[src/rtl/timer_ctrl_pkg.sv]
// timer_ctrl_pkg: shared types and constants for the timer controller.
// The optional prescaler is enabled by defining TIMER_CTRL_PRESCALE_EN.
package timer_ctrl_pkg;

  typedef enum logic [1:0] {
    ST_IDLE = 2'd0,
    ST_RUN  = 2'd1,
    ST_DONE = 2'd2
  } state_e;

  // Register map
  localparam logic [1:0] ADDR_CTRL     = 2'd0;
  localparam logic [1:0] ADDR_COMPARE  = 2'd1;
  localparam logic [1:0] ADDR_PRESCALE = 2'd2;
  localparam logic [1:0] ADDR_STATUS   = 2'd3;

  // CTRL bit positions (start/stop are write-only strobes)
  localparam int CTRL_START_BIT    = 0;
  localparam int CTRL_PERIODIC_BIT = 1;
  localparam int CTRL_IRQ_EN_BIT   = 2;
  localparam int CTRL_STOP_BIT     = 3;
  localparam int CTRL_STATE_LSB    = 4;

  // STATUS bit positions
  localparam int STATUS_EXPIRED_BIT = 0;

endpackage

[src/rtl/timer_prescaler.sv]
// timer_prescaler: divides the run-time clock by (reload+1), emitting a
// one-cycle tick. Held at zero whenever enable is low so every run starts
// with a full prescale period.
module timer_prescaler #(
  parameter int PRESCALE_W = 8
) (
  input  logic                  clk,
  input  logic                  rst,
  input  logic                  en_i,
  input  logic [PRESCALE_W-1:0] reload_i,
  output logic                  tick_o
);

  logic [PRESCALE_W-1:0] cnt_q, cnt_d;

  // A reload lowered below the running count fires at once instead of
  // waiting for the counter to wrap.
  assign tick_o = en_i && (cnt_q >= reload_i);

  // Next prescale count: clear on tick or when disabled, else increment.
  always_comb begin
    cnt_d = '0;
    if (en_i && !tick_o) begin
      cnt_d = cnt_q + PRESCALE_W'(1);
    end
  end

  // Prescale counter register.
  always_ff @(posedge clk) begin
    if (rst) begin
      cnt_q <= '0;
    end else begin
      cnt_q <= cnt_d;
    end
  end

endmodule

[src/rtl/timer_ctrl.sv]
// timer_ctrl: memory-mapped programmable timer with one-shot and periodic
// modes and a level interrupt on expiry.
// Define TIMER_CTRL_PRESCALE_EN to build the PRESCALE register and the
// clock prescaler; otherwise the counter advances every RUN cycle.
module timer_ctrl
  import timer_ctrl_pkg::*;
#(
  parameter int WIDTH      = 32,
  parameter int PRESCALE_W = 8
) (
  input  logic             clk,
  input  logic             rst,
  input  logic             cfg_we,
  input  logic [1:0]       cfg_addr,
  input  logic [WIDTH-1:0] cfg_wdata,
  output logic [WIDTH-1:0] cfg_rdata,
  output logic [WIDTH-1:0] count,
  output logic             irq,
  output logic             busy
);

  state_e                state_q, state_d;
  logic [WIDTH-1:0]      count_q, count_d;
  logic [WIDTH-1:0]      compare_q;
  logic                  periodic_q;
  logic                  irq_en_q;
  logic                  expired_q, expired_d;
  logic [PRESCALE_W-1:0] prescale_val;
  logic [WIDTH-1:0]      prescale_rd;
  logic                  tick;

  logic ctrl_wr, start, stop, status_clr;

  assign ctrl_wr    = cfg_we && (cfg_addr == ADDR_CTRL);
  assign start      = ctrl_wr && cfg_wdata[CTRL_START_BIT];
  assign stop       = ctrl_wr && cfg_wdata[CTRL_STOP_BIT];
  assign status_clr = cfg_we && (cfg_addr == ADDR_STATUS) && cfg_wdata[STATUS_EXPIRED_BIT];

`ifdef TIMER_CTRL_PRESCALE_EN
  logic [PRESCALE_W-1:0] prescale_q;

  // PRESCALE register write.
  always_ff @(posedge clk) begin
    if (rst) begin
      prescale_q <= '0;
    end else if (cfg_we && (cfg_addr == ADDR_PRESCALE)) begin
      prescale_q <= cfg_wdata[PRESCALE_W-1:0];
    end
  end

  assign prescale_val = prescale_q;

  // Disabled on start/stop edges so a restart begins with a cleared prescaler.
  timer_prescaler #(
    .PRESCALE_W(PRESCALE_W)
  ) u_prescaler (
    .clk     (clk),
    .rst     (rst),
    .en_i    ((state_q == ST_RUN) && !start && !stop),
    .reload_i(prescale_q),
    .tick_o  (tick)
  );
`else
  assign prescale_val = '0;
  assign tick         = (state_q == ST_RUN);
`endif

  // Zero-extend the prescale value for readback.
  always_comb begin
    prescale_rd                   = '0;
    prescale_rd[PRESCALE_W-1:0]   = prescale_val;
  end

  // CTRL mode bits and COMPARE register writes.
  always_ff @(posedge clk) begin
    if (rst) begin
      periodic_q <= 1'b0;
      irq_en_q   <= 1'b0;
      compare_q  <= '0;
    end else if (cfg_we) begin
      if (cfg_addr == ADDR_CTRL) begin
        periodic_q <= cfg_wdata[CTRL_PERIODIC_BIT];
        irq_en_q   <= cfg_wdata[CTRL_IRQ_EN_BIT];
      end
      if (cfg_addr == ADDR_COMPARE) begin
        compare_q <= cfg_wdata;
      end
    end
  end

  // Next state, counter and expiry: stop beats start, start beats ticking,
  // and an expiry set beats a same-cycle STATUS clear.
  always_comb begin
    state_d   = state_q;
    count_d   = count_q;
    expired_d = expired_q;
    if (status_clr) begin
      expired_d = 1'b0;
    end
    if (stop) begin
      state_d = ST_IDLE;
    end else if (start) begin
      state_d = ST_RUN;
      count_d = '0;
    end else if ((state_q == ST_RUN) && tick) begin
      if (count_q == compare_q) begin
        expired_d = 1'b1;
        if (periodic_q) begin
          count_d = '0;
        end else begin
          state_d = ST_DONE;
        end
      end else begin
        count_d = count_q + WIDTH'(1);
      end
    end
  end

  // State, counter and expiry registers.
  always_ff @(posedge clk) begin
    if (rst) begin
      state_q   <= ST_IDLE;
      count_q   <= '0;
      expired_q <= 1'b0;
    end else begin
      state_q   <= state_d;
      count_q   <= count_d;
      expired_q <= expired_d;
    end
  end

  // Combinational register readback.
  always_comb begin
    cfg_rdata = '0;
    case (cfg_addr)
      ADDR_CTRL: begin
        cfg_rdata[CTRL_PERIODIC_BIT]        = periodic_q;
        cfg_rdata[CTRL_IRQ_EN_BIT]          = irq_en_q;
        cfg_rdata[CTRL_STATE_LSB +: 2]      = state_q;
      end
      ADDR_COMPARE:  cfg_rdata = compare_q;
      ADDR_PRESCALE: cfg_rdata = prescale_rd;
      default:       cfg_rdata[STATUS_EXPIRED_BIT] = expired_q;
    endcase
  end

  assign count = count_q;
  assign busy  = (state_q == ST_RUN);
  assign irq   = expired_q && irq_en_q;

endmodule

[config.mk]
export PLATFORM = sky130hd
export DESIGN_NAME = timer_ctrl
export DESIGN_NICKNAME = d
export VERILOG_FILES = /design/src/rtl/timer_ctrl_pkg.sv /design/src/rtl/timer_prescaler.sv /design/src/rtl/timer_ctrl.sv
export SDC_FILE = /design/constraint.sdc
export NUM_CORES = 1
export LEC_CHECK = 0
export ABC_AREA = 1
export BUFFER_PORTS_ARGS = -buffer_cell sky130_fd_sc_hd__buf_4
export CAP_MARGIN = 20
export CORE_MARGIN = 3
export CORE_UTILIZATION = 30
export CTS_BUF_LIST = sky130_fd_sc_hd__clkbuf_16
export DETAILED_ROUTE_END_ITERATION = 7
export SYNTH_ARGS = -nofsm -noshare
export SYNTH_HDL_FRONTEND = slang
export SYNTH_SLANG_ARGS = --single-unit
[constraint.sdc]
create_clock -name clk -period 5.05 [get_ports clk]
set_input_delay 1.01 -clock clk [delete_from_list [all_inputs] [get_ports clk]]
set_output_delay 1.01 -clock clk [all_outputs]
set_load 0.01 [all_outputs]
==> results.sh <==
export IMPL_run_status="finished, final reports clean"
export IMPL_die_height_um=130.4
export IMPL_number_of_antenna_violations_at_the_first_check_in_global_routing=0
export IMPL_grt_overflow_total=0
export IMPL_number_of_standard_cells_after_synthesis=779
export IMPL_worst_r2r_path_depth=11
export IMPL_min_delay_start="state_q[0]$_SDFFE_PP0P_"
export IMPL_power_net_switching_w=0.0003655
export IMPL_setup_worst_path_class="primary input to primary output"
export IMPL_int_pwr_w=0.001003
export IMPL_grt_setup_unrepaired="false"
export IMPL_power_density_nw_per_um2=237.8
export IMPL_initial_core_utilization_pct=31.33
export IMPL_synth_cell_area_um2=4639
export IMPL_synth_net_count=817
export IMPL_cts_sinks=69
export IMPL_hold_violations=0
export IMPL_area_delta_synth_final_pct=24.08
export IMPL_max_cap_viol_count=0
export IMPL_cp_max_fo=32
export IMPL_via_count=4926
export IMPL_ff2ff_setup_slack_ps=2370
export IMPL_worst_setup_path_end_kind="primary output"
export IMPL_cts_buffers_inserted=9
export IMPL_worst_hold_class="flip-flop to flip-flop"
export IMPL_post_route_min_period_ps=3291
export IMPL_groute_usage_overall_pct=18.38
export IMPL_synthArstFlopShare_pct=0
export IMPL_post_cts_clock_slew_at_the_launch_and_capture_registers_of_the_worst_setup_and_hold_paths_ps=60
export IMPL_critical_path_startpoint_type="primary input"
export IMPL_i_o_pins=103
export IMPL_r2r_end="count[20]$_SDFFE_PP0P_"
export IMPL_post_drt_via_cell_ratio=4.683
export IMPL_postSynthAreaPerCell_um2=5.956
export IMPL_drtAntennaViolNets=0
export IMPL_worstHoldPathCells=2
export IMPL_detailedPlace_worstSlack_ps=1710
export IMPL_total_leakage_power_nw=2.592
export IMPL_drtPass1Iterations=4
export IMPL_layout_drive_gt1_share_pct=18.32
export IMPL_peakVddDrop_mv=0.1367
export IMPL_cts_hold_buf=0
export IMPL_clock_root_buffer="clkbuf_16"
export IMPL_first_global_vias=4657
export IMPL_clock_latency_ps=340
export IMPL_detailed_place_hpwl_um=11430
export IMPL_post_drt_wl_per_cell_um=14.32
export IMPL_pwr_share_seq_pct=42.1
export IMPL_clockBufferDepth=2
export IMPL_postLayoutSetupSlackWorst_ps=1759
export IMPL_synth_seq_cells=69
export IMPL_postRouteWirelength_um=15060
export IMPL_floorplan_core_area_um2=14810
export IMPL_nNetsFinal=901
export IMPL_power_share_combinational_pct=12.5
export IMPL_placement_io_buffers=102
export IMPL_swShare_pct=26.70
export IMPL_finalWeightedCongestion=0.9106
export IMPL_grt_first_pass_wirelength_um=24220
export IMPL_ys_flop_type="dfxtp_1"
export IMPL_num_rows=44
export IMPL_finalSetupViolations=0
export IMPL_clkPwrFrac_pct=45.4
export IMPL_grt_start_max_net_pins=65
export IMPL_finalCritPeriodShare_pct=65.16
export IMPL_ctsHtreeMaxLevel=3
export IMPL_clock_tree_from_tritoncts="yes"
export IMPL_slew_limit_headroom_pct=33.42
export IMPL_timing_critical_path_required_ps=4040
export IMPL_worstHoldEndpoint="state_q[0]$_SDFFE_PP0P_"
export IMPL_fmax_mhz=303.9
export IMPL_synth_seq_area_share_pct=29.77
export IMPL_synth_yosys_warnings=0
export IMPL_reg2reg_from="count[18]$_SDFFE_PP0P_"
export IMPL_postCtsSetupRepairBufs=0
export IMPL_max_slew_worst_pin_slew_ps=995.2
export IMPL_clock_skew_final_ps=5.406
export IMPL_drc=0
export IMPL_synth_edf_count=0
export IMPL_drv_slew=0
export IMPL_detailedRoute_firstIterationViolations=309
export IMPL_synth_lib_cells_used_distinct=29
export IMPL_fp_dieArea_um2=16990
export IMPL_postCtsResizedCells=0
export IMPL_totalNegativeSetupSlack_ps=0
export IMPL_floorplan_die_width_um=130.4
export IMPL_worst_endpoint_arrival_ps=2280
export IMPL_num_antenna_cells=0
## power groups by stage
stage	Combinational, W	Clock [W]	Sequential [W]
5_1_grt	0.000196	0.000655	0.000579
2_1_floorplan	0.000117	0	0.000584
4_1_cts	0.000173	0.000639	0.000577
3_3_place_gp	0.000172	0	0.000588
3_5_place_dp	0.000173	0	0.000589
6_report	0.000171	0.000621	0.000577
## worst max-delay path: stages
cell and delay, ps:
buf_4 130, inv_1 50, nor2_1 50, inv_1 670, o21ai_0 190, buf_4 190
## cells by family (layout without fill, tap and decap cells)
kind of cell,after synthesis,after routing,share of synthesized area (%)
buf+inv,132,221,12.08
xor+xnor,31,31,6.499
flops,69,69,29.77
simple gates,443,443,38.81
fa+ha+maj,1,1,0.2696
compound gates,103,103,12.57
## cells in the final DEF, fill, tap and decap left out, drive strengths merged, types with 5 or more instances in the layout
| master | n |
|---|---|
| xor2 | 11 |
| clkinv | 9 |
| nand4 | 5 |
| buf | 105 |
| a21oi | 60 |
| clkbuf | 9 |
| o21ai | 40 |
| dfxtp | 69 |
| nand2 | 256 |
| nand3 | 41 |
| nor3 | 7 |
| xnor2 | 20 |
| nor2 | 127 |
| inv | 97 |
## sequential cells by signal, summed over array words and instances, names as in the netlist
name / count
periodic_q: 1
expired_q: 1
compare_q: 32
count: 32
irq_en_q: 1
state_q: 2
## routing by layer
layer | up-vias | global-route usage, % | wire, µm
met3 | 19 | 4.339 | 1045
met5 | - | 0 | 0
li1 | 2577 | - | -
met2 | 151 | 29.45 | 6745
met4 | 0 | 6.110 | 293
met1 | 2179 | 24.38 | 6978
## layout make-up
| type | count | area (µm²) |
|---|---|---|
| Fill cell | 1624 | 9052 |
| Multi-Input combinational cell | 578 | 2700 |
| Sequential cell | 69 | 1381 |
| Timing Repair Buffer | 105 | 788.3 |
| Inverter | 100 | 375.4 |
| Tap cell | 184 | 230.2 |
| Clock buffer | 9 | 225.2 |
| Clock inverter | 7 | 56.30 |
## synthesized netlist by cell type (2+ instances only)
master    instances  area (µm²)
a21oi_1          43       215.2
a21oi_2          17       148.9
buf_2             9       45.04
buf_6             5       56.30
clkbuf_1         17       63.81
clkinv_1          3       11.26
dfxtp_1          69        1381
inv_1            95       356.6
inv_2             2       7.510
nand2_1         244       915.9
nand2_2          12       75.07
nand3_1          40       200.2
nand3b_1          3       22.52
nand4_1           5       31.28
nor2_1          124       465.5
nor2_2            3       18.77
nor3_1            7       35.03
o21ai_0          40       200.2
o22ai_1           3       18.77
xnor2_1          16       140.1
xnor2_2           4       65.06
xor2_1           11       96.34
## through the flow
step	std cells	hold slack [ps]	util (%)	instance area [µm²]	total power, W
2_1_floorplan	779	434.6	-	4639	0.0007007
6_report	1052	468.2	38.87	5757	0.001369
4_1_cts	1052	465.3	38.87	5757	0.001389
5_1_grt	1052	498.8	38.87	5757	0.001430
3_5_place_dp	1036	455.1	36.97	5475	0.0007611
3_3_place_gp	1036	450.8	36.97	5475	0.0007604
## worst max-delay path by stage
| stage | start | endpoint | depth (start not counted) |
|---|---|---|---|
| 3_5_place_dp | cfg_addr[0] | cfg_rdata[2] | 6 |
| 2_1_floorplan | cfg_addr[0] | cfg_rdata[1] | 5 |
| 6_report | cfg_addr[0] | cfg_rdata[2] | 6 |
| 3_3_place_gp | cfg_addr[0] | cfg_rdata[2] | 6 |
| 5_1_grt | cfg_addr[0] | cfg_rdata[2] | 6 |
| 4_1_cts | cfg_addr[0] | cfg_rdata[2] | 6 |
Note: power is estimated with default switching activity, not from simulation.
